File: src/rtl/fft_in_addr_gen.sv
// Read-address generator that streams 2*filesize interleaved re/im words into the FFT input buffer.
// It issues requests with a bounded number of reads in flight, then waits for all data before pulsing done.
module fft_in_addr_gen #(
  parameter int MAX_OUTSTANDING = 4
) (
  input  logic        clk,
  input  logic        rst,
  input  logic        start,
  input  logic [31:0] base_addr,
  input  logic [31:0] filesize,
  input  logic        abort,
  input  logic        rd_ready,
  input  logic        rd_data_valid,
  output logic        rd_valid,
  output logic [31:0] rd_addr,
  output logic [31:0] count,
  output logic        busy,
  output logic        done
);

  typedef enum logic [1:0] {
    IDLE  = 2'd0,
    ISSUE = 2'd1,
    WAIT  = 2'd2,
    DONE  = 2'd3
  } state_t;

  localparam logic [3:0] MAX_OUT = 4'(MAX_OUTSTANDING);

  state_t      state_q, state_d;
  logic [31:0] base_q, base_d;
  logic [31:0] total_q, total_d;
  logic [31:0] count_q, count_d;
  logic [31:0] returned_q, returned_d;
  logic [3:0]  outstanding_q, outstanding_d;
  logic        rd_valid_q, rd_valid_d;
  logic [31:0] rd_addr_q, rd_addr_d;
  logic        busy_q, busy_d;
  logic        done_q, done_d;

  logic        acc;
  logic        ret;
  logic [31:0] total_in;

  assign total_in = filesize << 1;

  always_comb begin
    state_d       = state_q;
    base_d        = base_q;
    total_d       = total_q;
    count_d       = count_q;
    returned_d    = returned_q;
    outstanding_d = outstanding_q;

    // rd_valid_q is only ever high in ISSUE, so a handshake implies ISSUE.
    acc = rd_valid_q & rd_ready;
    ret = rd_data_valid & ((state_q == ISSUE) | (state_q == WAIT)) &
          (returned_q != total_q);

    if (acc) begin
      count_d = count_q + 32'd1;
    end
    if (ret) begin
      returned_d = returned_q + 32'd1;
    end
    unique case ({acc, ret})
      2'b10:   outstanding_d = outstanding_q + 4'd1;
      2'b01:   outstanding_d = outstanding_q - 4'd1;
      default: outstanding_d = outstanding_q;
    endcase

    if (abort) begin
      state_d = IDLE;
    end else begin
      unique case (state_q)
        IDLE: begin
          if (start) begin
            base_d        = base_addr;
            total_d       = total_in;
            count_d       = 32'd0;
            returned_d    = 32'd0;
            outstanding_d = 4'd0;
            state_d       = (total_in == 32'd0) ? DONE : ISSUE;
          end
        end
        ISSUE: begin
          if (acc && (count_d == total_q)) begin
            state_d = WAIT;
          end
        end
        WAIT: begin
          if (returned_d == total_q) begin
            state_d = DONE;
          end
        end
        DONE: begin
          state_d = IDLE;
        end
        default: state_d = IDLE;
      endcase
    end

    // Outputs are computed from next state so they are registered yet current.
    rd_valid_d = (state_d == ISSUE) && (outstanding_d < MAX_OUT);
    rd_addr_d  = (state_d == ISSUE) ? (base_d + count_d) : rd_addr_q;
    busy_d     = (state_d == ISSUE) || (state_d == WAIT);
    done_d     = (state_d == DONE);
  end

  always_ff @(posedge clk or posedge rst) begin
    if (rst) begin
      state_q       <= IDLE;
      base_q        <= 32'd0;
      total_q       <= 32'd0;
      count_q       <= 32'd0;
      returned_q    <= 32'd0;
      outstanding_q <= 4'd0;
      rd_valid_q    <= 1'b0;
      rd_addr_q     <= 32'd0;
      busy_q        <= 1'b0;
      done_q        <= 1'b0;
    end else begin
      state_q       <= state_d;
      base_q        <= base_d;
      total_q       <= total_d;
      count_q       <= count_d;
      returned_q    <= returned_d;
      outstanding_q <= outstanding_d;
      rd_valid_q    <= rd_valid_d;
      rd_addr_q     <= rd_addr_d;
      busy_q        <= busy_d;
      done_q        <= done_d;
    end
  end

  assign rd_valid = rd_valid_q;
  assign rd_addr  = rd_addr_q;
  assign count    = count_q;
  assign busy     = busy_q;
  assign done     = done_q;

endmodule

File: config.mk
export PLATFORM = sky130hd
export DESIGN_NAME = fft_in_addr_gen
export DESIGN_NICKNAME = d
export VERILOG_FILES = /design/src/rtl/fft_in_addr_gen.sv
export SDC_FILE = /design/constraint.sdc
export NUM_CORES = 1
export LEC_CHECK = 0
export CAP_MARGIN = 5
export CORE_ASPECT_RATIO = 0.7
export CORE_UTILIZATION = 40
export DETAILED_ROUTE_END_ITERATION = 7
export PLACE_DENSITY = 0.62
export SYNTH_ARGS = -nofsm -noshare
export SYNTH_HDL_FRONTEND = slang
export SYNTH_SLANG_ARGS = --single-unit
File: constraint.sdc
create_clock -name clk -period 9.75 [get_ports clk]
set_clock_uncertainty 0.2 [all_clocks]
set_input_delay 0.975 -clock clk [delete_from_list [all_inputs] [get_ports clk]]
set_output_delay 0.975 -clock clk [all_outputs]
set_load 0.01 [all_outputs]
# Word-level counts from Yosys, hierarchy flattened
# Cells that the tools add are included.
[op_classes]
addsub = 5
order_cmp = 1
n_bitwise = 5
eq_ne = 11
reduce_logical = 6
muxes = 21
[ops]
columns = ["operator", "count"]
rows = [
  ["2-to-1 mux 32 bit", 11],
  ["adder 32 x 1 -> 32 bit, second input constant", 2],
  ["equality test 32 bit", 2],
  ["adder 32 bit", 1],
  ["zero test 32 bit", 1],
  ["inequality test 32 bit", 1],
  ["2-to-1 mux 4 bit", 3],
  ["equality test 2 bit, second input constant", 5],
  ["2-to-1 mux 2 bit", 5],
  ["case mux 2 bit (4 select lines)", 1],
  ["case mux 4 bit (2 select lines)", 1],
  ["equality test 2 x 1 -> 1 bit, second input constant", 3],
  ["adder 4 x 1 -> 4 bit, second input constant", 1],
  ["< comparator 4 x 3 -> 1 bit, second input constant", 1],
  ["subtractor 4 x 1 -> 4 bit, second input constant", 1],
  ["AND 1 bit", 3],
  ["AND reduction 3 bit", 1],
  ["logical AND 1 bit", 2],
  ["zero test 2 bit", 1],
  ["logical OR 1 bit", 1],
  ["inverter 1 bit", 1],
  ["bitwise OR 1 bit", 1],
]
[totals]
elab_cells = 59
ff_bits = 168
out_inout_bits = 67
in_bits = 70

# Logic depth before layout (Yosys ltp)
# Gate-level depths: netlist (run 1).
[logic_depth]
word_depth = 11
ltp_mapped = 20
ltp_nobuf = 17

# Least setup slack after synthesis (run 1)
# OpenSTA, ideal clock, no wires.
[synth_timing]
kind = "input-to-reg"
start = "in start"
end = "reg rd_addr_q[28], in the netlist rd_addr[28]"
arrival_ns = 4.628
stages = 17
setup_time_ns = 0.069
required_ns = 9.481
slack_ns = 4.853
n_path_buf = 2
cell_sequence = "nand2_1 nor2_1 clkbuf_1 clkbuf_1 mux2_2 ha_1 inv_1 fa_1 nor2b_1 o31ai_2 a211oi_1 o41ai_1 a21oi_1 o21ai_1 o21ai_1 or4_1 nand3_1"
[synth_between]
elab_chain_len = 4
elab_cells_between_ends = 11
cone_classes = "add/sub: 1; eq/ne: 1; mux: 9"
[synth_rtl]
columns = ["element", "line", "text"]
rows = [
  ["start, declared", "8", "input logic start,"],
  ["2-to-1 mux 32 bit", "77", "if (start) begin"],
  ["2-to-1 mux 32 bit", "75", "unique case (state_q)"],
  ["2-to-1 mux 32 bit", "72", "if (abort) begin"],
  ["via base_d[0]", "31", "logic [31:0] base_q, base_d;"],
  ["adder 32 bit", "105", "rd_addr_d = (state_d == ISSUE) ? (base_d + count_d) : rd_addr_q;"],
  ["end signal, assigned", "130", "rd_addr_q <= rd_addr_d;"],
  ["end, declared", "37", "logic [31:0] rd_addr_q, rd_addr_d;"],
]
# The timed path passes the listed nets, and every way through them passes these cells.
# A chain may end at the register's enable or synchronous reset.

# Worst setup path after layout (run 1)
# Same ends and word-level chain as after synthesis.

==> key figures, run 1 <==
Synthesis
  • Synth Flop Type: dfrtp_1
  • Synth unique cells: 81
  • Sequential cell area fraction in the yosys report: 37.74%
  • FFs w/ async S/R, synth: 100.0%
  • Mapped Area: 11140 um2
  • Cell count after synthesis: 1168
  • Synth Register Bits: roughly 170
  • Synth Net Count: 1281
  • EDFF count, synth: 0
  • Yosys warning total: 0
  • Synthesized area per cell: 9.536 um2

STA
  • Final setup vio count: 0
  • Pins Over Slew Limit: 0
  • Worst-margin pin slew: 0.9978 ns
  • Slew Limit Headroom: 33.48%
  • Fmax: 159.5 MHz
  • Unrepaired setup endpoints after global routing: no
  • Period Utilization, post-route: 64.30%
  • Endpoints failing hold: 0
  • Post-layout min period: 6.269 ns
  • TNS Setup: 0 ns
  • Hold slack final: 0.3003 ns

Floorplan
  • Die width: 201.4 um
  • I/O pin cnt: roughly 140
  • Die area: 28530 um2
  • Core area: 27030 um2
  • Chip Height: 141.6 um
  • Starting density of the core: 41.21%
  • # rows: 50

Clocking
  • Worst-skew pair later-pin latency: approximately 0.45 ns
  • Cts bufs inserted: 17
  • H-Tree Depth: 4
  • Cts repair resizes: 0
  • # Post-CTS Setup Buffers: 0
  • Clock Path Buffers: 2
  • TritonCTS Sinks: 168
  • CTS clk-pin slew, worst paths: 0.07 ns
  • Cts hold-fix bufs: 0
  • CTS tree: done
  • Root buffer cell: clkbuf_16

Placed design
  • Routability cong.: about 0.98
  • I/O Buffers: roughly 140
  • HPWL Detailed: between 20000 and 30000 um

Pwr
  • Cell Pwr Density: 228.3 nW/um2
  • Leakage power: 5.584 nW
  • Worst VDD drop: 0.0001280 V
  • Final Power: 3.049 mW

Status
  • Status: finished clean

Worst setup path
  • Kind of critical path: input port to flip-flop
  • Flop-to-flop setup slack: 3.87 ns
  • Data required time of the worst path: 9.92 ns
  • Crit path DAT: about 6.4 ns
  • Critical path capture point type: flip-flop
  • Worst setup SP type: input port
  • Max FO, Critical Path: 64

Detailed routing
  • Vias: 9398
  • Post-Route WL: 33230 um
  • Drt first pass iters: 5
  • Routed len/inst: around 20 um
  • Via/cell ratio: 5.699
  • Post-DRT Antenna Nets: 0
  • Residual DRC count: 0
  • Initial DRC Count: ~800

Min path
  • Worst min path class: flip-flop to flip-flop

GRT
  • Overflow left after global routing: 0
  • First-pass GRT wire length: 51780 um
  • Largest net degree at the start of global routing: between 90 and 100
  • Number of antenna violations at the first check in global routing: 2
  • Via count of the first global-routing pass: 8890
  • Total track usage: 23.80%

Final layout
  • Layout cell share with drive strength beyond 1: 10.66%
  • Final #Nets: 1385
  • Area delta synth->final: 19.87%
  • Ant. Diodes: 0

Job
  • Max-cap violations: 0
cell usage after synthesis (10+ instances only):
library cell	count	area share [%]
dfrtp_1	168	38
nor2_1	122	4.1
xnor2_1	83	6.5
nand2_1	80	2.7
mux2_2	72	7.3
xor2_1	55	4.3
nand3_1	44	2.0
ha_1	41	4.6
inv_1	39	1.3
clkbuf_1	36	1.2
o21ai_0	36	1.6
a21oi_1	34	1.5
nand4_1	32	1.8
nor4_1	31	1.7
nor3_1	26	1.2
and3_1	25	1.4
nor2b_1	18	1.0
a21o_1	14	0.94
buf_2	12	0.54
nand2b_1	12	0.67
o21a_1	10	0.67
cell type report:
cell class / instances / area [um2]
clock buffers: 23 / 488.0
clock inverters: 9 / 91.34
fillers: 2529 / 13670
inverters: 41 / 158.9
multi-input cells: 903 / 6545
flip-flops and latches: 168 / 4204
well taps: 364 / 455.4
repair buffers: 141 / 1409
critical path, cell delays in order:
cell	delay (ns)
clkdlybuf4s50_1	0.66
nand2_1	0.17
nor2_4	0.64
buf_12	0.36
mux2_2	0.39
ha_1	0.22
inv_1	0.07
fa_1	0.22
nor2b_1	0.09
o31ai_2	0.37
a211oi_1	0.16
o41ai_1	0.57
a21oi_1	0.26
o21ai_1	0.37
o21ai_1	0.23
or4_1	0.51
nand3_1	0.09
where the power goes:
| part | leakage (nW) | internal (mW) | switching (mW) |
|---|---|---|---|
| combinational | 3.18 | 0.620 | 0.608 |
| sequential | 2.14 | 0.901 | 0.239 |
| clock | 0.272 | 0.380 | 0.300 |
flip-flops by register name, summed over array words and instances, names as in the netlist, 2 cells and up:
register / count
state_q: 2
total_q: 31
outstanding_q: 4
count: 32
rd_addr: 32
base_q: 32
returned_q: 32
through the flow:
step / cell area (um2) / instances / util [%] / setup slack (ns)
2_1_floorplan: 11140 / 1168 / - / 4.028
3_3_place_gp: 12770 / 1617 / 47.26 / 3.249
3_5_place_dp: 12770 / 1617 / 47.26 / 3.180
4_1_cts: 13350 / 1649 / 49.40 / 3.605
5_1_grt: 13350 / 1649 / 49.40 / 3.295
6_report: 13350 / 1649 / 49.40 / 3.481
final timing paths:
path	cells past startpoint	startpoint	end
max	17	start	rd_addr[28]
min	1	rd_addr[15]	rd_addr[15]
max reg2reg	14	total_q[10]	rd_addr[31]
min reg2reg	1	rd_addr[15]	rd_addr[15]
max in group asynchronous	3	rst	count[22]
min in group asynchronous	2	rst	returned_q[8]
kinds of logic after synthesis:
group	Yosys count	synth area share, %
AND/OR/NAND/NOR	435	20.18
AO/OA/AOI/OAI	196	12.45
flip-flops	168	37.74
XOR/XNOR	148	12.91
buffers and inverters	97	3.673
multiplexers	81	8.088
adder cells (fa/ha/maj)	43	4.965
routing by layer:
layer / part of all wire (%) / GRT usage [%]
met1: 51 / 36.75
met2: 39 / 32.36
met3: 8.0 / 6.615
met4: 1.0 / 5.064
met5: 0.069 / 0
layout by cell type (no fill, tap or decap), types with 9 or more instances in the layout:
cell             count
dfrtp_1            168
clkdlybuf4s50_1    135
nor2_1             121
xnor2_1             83
nand2_1             80
mux2_2              72
xor2_1              55
nand3_1             44
ha_1                41
inv_1               38
o21ai_0             36
a21oi_1             34
nand4_1             32
nor4_1              29
nor3_1              26
and3_1              25
nor2b_1             18
clkbuf_16           17
a21o_1              14
nand2b_1            12
o21a_1              10
a211oi_1             9
mux2i_1              9
Note: power is estimated with default switching activity, not from simulation.
==> run 2, diff against run 1 <==
- PLACE_DENSITY: 0.62 -> 0.64
- clock period: 9.75 -> 5.23 ns (I/O delays scaled with it)
==> key figures, run 2 (synthesized netlist as in run 1, its figures left out) <==
Detailed routing
  • Initial DRC Count: 917
  • Routed len/inst: between 20 and 25 um
  • Drt first pass iters: 5
  • Vias: 9751
  • Post-DRT Antenna Nets: 0
  • Residual DRC count: 0
  • Via/cell ratio: 5.686
  • Post-Route WL: ~35000 um

Floorplan
  • I/O pin cnt: 137
  • Die width: just over 200 um
  • Die area: 28530 um2
  • Starting density of the core: 41.21%
  • # rows: 50
  • Chip Height: 141.6 um
  • Core area: 27030 um2

Pwr
  • Leakage power: 5.965 nW
  • Worst VDD drop: 0.0002248 V
  • Combinational Power Share: 43.6%
  • Cell Pwr Density: 431.3 nW/um2
  • Reg power frac: 33.3%
  • Clock network fraction of total power: a little under a quarter
  • Sw Ratio: a little over a third
  • Internal power: 3.815 mW
  • NetSw: roughly 2.2 mW

Clocking
  • Cts bufs inserted: 17
  • CTS tree: done
  • CTS clk-pin slew, worst paths: 0.06 ns
  • H-Tree Depth: 4
  • Root buffer cell: clkbuf_16
  • # Post-CTS Setup Buffers: 0
  • Worst-skew pair later-pin latency: around 0.45 ns
  • Clock Path Buffers: 2
  • TritonCTS Sinks: ~170
  • Cts hold-fix bufs: 0

Final layout
  • Ant. Diodes: 0
  • Layout fillers: 2510
  • Most frequent cells in the layout: 168 x dfrtp_1, 135 x clkdlybuf4s50_1, 121 x nor2_1, 83 x xnor2_1, 80 x nand2_1
  • Commonest non-fill, non-tap cell in the layout: dfrtp_1
  • Final #Nets: 1451
  • Layout cell share with drive strength beyond 1: 15.10%
  • Area delta synth->final: 25.26%

Worst setup path
  • Crit-path cells: xnor2_1 -> nor4b_1 -> nand4_1 -> o21ai_4 -> buf_4 -> o21a_1 -> o21ai_0 -> a221oi_1 -> nand4b_1 -> o31ai_2 -> ha_1 -> clkinv_1 -> buf_4 -> a221oi_1 -> o211ai_1
  • Data required time of the worst path: ~5.3 ns
  • Crit path DAT: approximately 5.2 ns
  • Max FO, Critical Path: 14
  • Number of buffers and inverters on the critical path: 3
  • Critical path capture point type: flip-flop
  • Worst setup SP type: flip-flop
  • Delay-heaviest family, CP: compound AO/OA/AOI/OAI gates
  • Slowest CP cell: nor4b_1
  • Kind of critical path: flip-flop to flip-flop
  • Number of cells on the critical path: 15
  • CP peak stage delay: 0.63 ns
  • R2R cell count: 15

GRT
  • Total track usage: 24.50%
  • Via count of the first global-routing pass: around 9000
  • Largest net degree at the start of global routing: 89
  • Number of antenna violations at the first check in global routing: 0
  • First-pass GRT wire length: 53200 um
  • Overflow left after global routing: 0

STA
  • Slew Limit Headroom: 39.96%
  • Unrepaired setup endpoints after global routing: no
  • Post-layout min period: just over 5 ns
  • Period Utilization, post-route: around 96%
  • Worst-margin pin slew: slightly below 0.9 ns
  • Endpoints failing hold: 0
  • Final setup vio count: 0
  • Pins Over Slew Limit: 0
  • Fmax: between 150 and 200 MHz
  • TNS Setup: 0 ns
  • Final worst setup slack: 0.1848 ns

Placed design
  • Setup Slack @ Placement: 0.1264 ns
  • Routability cong.: 0.9765
  • I/O Buffers: 135
  • HPWL Detailed: 27000 um

Job
  • Max-cap violations: 0

Status
  • Status: finished clean

Min path
  • Hold path cells: 2
  • Worst min path class: flip-flop to flip-flop
## run 2: worst min-delay path: cells and delay by family (launching register included)
family,cells,cell delay [ns]
AND/OR/NAND/NOR,1,0.06
AO/OA/AOI/OAI,1,0.05
flip-flops,1,0.35
## run 2: path summary, 6_finish.rpt
path,to,from,slack (ns)
worst min register to register,rd_addr[22],rd_addr[22],0.29
min in group asynchronous,base_q[5],rst,0.34
worst max-delay path,rd_addr[29],total_q[25],0.18
worst min-delay path,rd_addr[22],rd_addr[22],0.29
worst max register to register,rd_addr[29],total_q[25],0.18
max in group asynchronous,returned_q[15],rst,3.34
## run 2: cell type report
class                      instances  area [um2]  share of cell area [%]
clock buffer                      21       470.5                   3.372
clock inverter                    11       170.2                   1.220
inverter                          41       157.7                   1.130
multi-input combinational        903        6553                   46.96
sequential                       168        4204                   30.13
tap                              364       455.4                   3.264
timing repair buffer             207        1942                   13.92
## run 2: metrics by stage
stage          power (mW)  cells  instance area [um2]  util (%)  hold slack (ns)
6_report            6.018   1715                13950     51.63           0.2871
5_1_grt             6.339   1715                13950     51.63           0.3165
4_1_cts             6.017   1715                13940     51.60           0.2943
3_5_place_dp        4.602   1683                13300     49.23           0.2780
3_3_place_gp        4.566   1683                13300     49.23           0.2712
2_1_floorplan       3.539   1168                11140         -           0.2760
## run 2: repair_timing
| item | in CTS | in global routing |
|---|---|---|
| setup endpoints to repair | 0 | 10 |
| endpoints found under the hold margin | 0 | 0 |
| resized for setup | 0 | 1 |
## run 2: power groups by stage
stage | clock network (mW) | registers [mW] | logic (mW)
3_5_place_dp | 0 | 2.02 | 2.58
6_report | 1.39 | 2.00 | 2.63
2_1_floorplan | 0 | 1.99 | 1.55
4_1_cts | 1.41 | 2.00 | 2.60
5_1_grt | 1.46 | 2.05 | 2.83
3_3_place_gp | 0 | 2.02 | 2.55
## run 2: routing by layer
layer	part of all wire (%)	routed length [um]	track usage [%]	vias up
li1	-	-	-	4551
met1	51	17700	39.94	4766
met2	39	13540	32.21	401
met3	8.9	3079	4.984	33
met4	1.0	358	4.984	0
met5	0	0	0	-
==> run 3, diff against run 2 <==
- PLACE_DENSITY: 0.64 -> 0.62
- SLEW_MARGIN: default -> 20
- clock period: 5.23 -> 5.6 ns (I/O delays scaled with it)
==> key figures, run 3 (synthesized netlist as in run 1, its figures left out) <==
Min path
  • Worst min path class: flip-flop to flip-flop
  • Hold Path Sink: rd_addr[22]
  • Min-Delay Startpoint: rd_addr[22]
  • Hold path cells: 2

Final layout
  • Commonest non-fill, non-tap cell in the layout: dfrtp_1
  • Fin util: 50.44%
  • Final #Nets: 1414
  • Area delta synth->final: 22.38%
  • Layout cell share with drive strength beyond 1: 12.63%
  • Most frequent cells in the layout: 168 x dfrtp_1, 135 x clkdlybuf4s50_1, 121 x nor2_1, 83 x xnor2_1, 80 x nand2_1
  • Ant. Diodes: 0
  • Post-route cell area: about 14000 um2

Placed design
  • I/O Buffers: ~140
  • HPWL Detailed: roughly 26000 um
  • Dpl cell area: 13020 um2
  • Routability cong.: 0.9475

Worst setup path
  • Flop-to-flop setup slack: about 0.52 ns
  • CP startpoint: total_q[10]
  • Crit-path cells: xnor2_1 -> nand4_1 -> or4_4 -> o21ai_4 -> inv_2 -> and2_4 -> xor2_1 -> a2111oi_2 -> nand4b_1 -> o31ai_2 -> ha_1 -> clkinv_1 -> buf_4 -> a221oi_1 -> o211ai_1
  • FF-to-FF End: rd_addr[29]
  • Crit path DAT: 5.18 ns
  • Worst setup SP type: flip-flop
  • Critical path capture point type: flip-flop
  • R2R cell count: 15
  • CP peak stage delay: 0.61 ns
  • Kind of critical path: flip-flop to flip-flop
  • Slowest CP cell: or4_4
  • R2R Path Start: total_q[10]
  • Max FO, Critical Path: 26
  • Data required time of the worst path: 5.70 ns

Clocking
  • CTS tree: done
  • Clock Path Buffers: 2
  • Cts hold-fix bufs: 0
  • Root buffer cell: clkbuf_16
  • TritonCTS Sinks: 168
  • # Post-CTS Setup Buffers: 0
  • CTS clk-pin slew, worst paths: 0.07 ns
  • Cts bufs inserted: 17
  • H-Tree Depth: 4
  • Worst-skew pair later-pin latency: 0.44 ns

GRT
  • Overflow left after global routing: 0
  • Total track usage: 24.14%
  • First-pass GRT wire length: 52690 um
  • Via count of the first global-routing pass: roughly 9000
  • Largest net degree at the start of global routing: 96
  • Number of antenna violations at the first check in global routing: 0

Pwr
  • NetSw: 2.009 mW
  • Sw Ratio: 36.84%
  • Worst VDD drop: 0.0002391 V
  • Internal power: 3.444 mW
  • Reg power frac: between 30% and 40%
  • Final Power: 5.453 mW
  • Leakage power: 5.763 nW
  • Clock network fraction of total power: 22.7%
  • Cell Pwr Density: 400.1 nW/um2
  • Combinational Power Share: between 40% and 50%

Detailed routing
  • Drt first pass iters: 6
  • Via/cell ratio: 5.636
  • Post-Route WL: approximately 34000 um
  • Vias: 9458
  • Initial DRC Count: 840
  • Routed len/inst: 20.11 um
  • Post-DRT Antenna Nets: 0
  • Residual DRC count: 0

STA
  • Endpoints failing hold: 0
  • Period Utilization, post-route: between 90% and 100%
  • Final setup vio count: 0
  • TNS Setup: 0 ns
  • Unrepaired setup endpoints after global routing: no
  • Fmax: 197.0 MHz
  • Worst-margin pin slew: 0.8126 ns
  • Pins Over Slew Limit: 0
  • Slew Limit Headroom: 45.33%
  • Post-layout min period: ~5.1 ns

Job
  • Max-cap violations: 0

Floorplan
  • Chip Height: between 100 and 150 um
  • # rows: 50
  • Starting density of the core: 41.21%
  • Die width: 201.4 um
  • I/O pin cnt: 137
  • Die area: 28530 um2
  • Core area: 27030 um2

Status
  • Status: finished clean
==> run 3: cell count changes in the layout (fill, tap and decap cells not counted) <==
cell       previous run  this run
buf_12                4         3
clkbuf_8              3         2
buf_4                68        32
clkbuf_1              1         2
bufinv_16             4         3
inv_6                 0         1
==> run 3: how the worst max path moves through the flow <==
stage | slack [ns] | to
floorplan | 0.29 | base_q[0]
global placement | 0.28 | rd_addr[29]
detailed placement | 0.21 | rd_addr[29]
CTS | 0.48 | rd_addr[31]
global route | 0.1 | rd_addr[31]
finish | 0.52 | rd_addr[29]
==> run 3: repair_timing <==
| item | CTS | global route |
|---|---|---|
| resized for setup | 0 | 1 |
| setup endpoints to repair | 0 | 1 |
| endpoints found under the hold margin | 0 | 0 |
==> run 3: critical path, delay by kind of cell, from the launching register on <==
kind,cells,cell delay (ns)
flip-flops,1,0.46
AND/OR/NAND/NOR,4,1.25
buffers and inverters,3,0.40
XOR/XNOR,2,0.55
adder cells (fa/ha/maj),1,0.31
AO/OA/AOI/OAI,5,1.76
==> run 3: cell type report <==
type | count | area, um2
clock buffer | 21 | 460.4
multi-input combinational | 903 | 6553
tap | 364 | 455.4
fill | 2550 | 13400
clock inverter | 11 | 147.6
inverter | 41 | 158.9
timing repair buffer | 170 | 1652
sequential | 168 | 4204
==> run 3: power by group through the flow <==
stage                     clock (mW)  sequential [mW]  combinational (mW)
after detailed placement           0             1.91                2.30
after floorplan                    0             1.86                1.45
final                           1.24             1.89                2.33
after global routing            1.31             1.93                2.53
after CTS                       1.27             1.89                2.31
after global placement             0             1.90                2.28
==> run 3: metrics by stage <==
step | instances | setup slack (ns) | hold slack (ns)
3_3_place_gp | 1646 | 0.2847 | 0.2821
2_1_floorplan | 1168 | 0.2933 | 0.2760
3_5_place_dp | 1646 | 0.2110 | 0.2767
5_1_grt | 1678 | 0.09920 | 0.3117
6_report | 1678 | 0.5227 | 0.2932
4_1_cts | 1678 | 0.4775 | 0.2937
==> run 3: routing by layer <==
metal	track usage [%]	vias up	routed length, um
li1	-	4470	-
met3	5.926	29	2873
met1	38.23	4606	17330
met5	0	-	0
met2	32.29	353	13180
met4	5.104	0	369
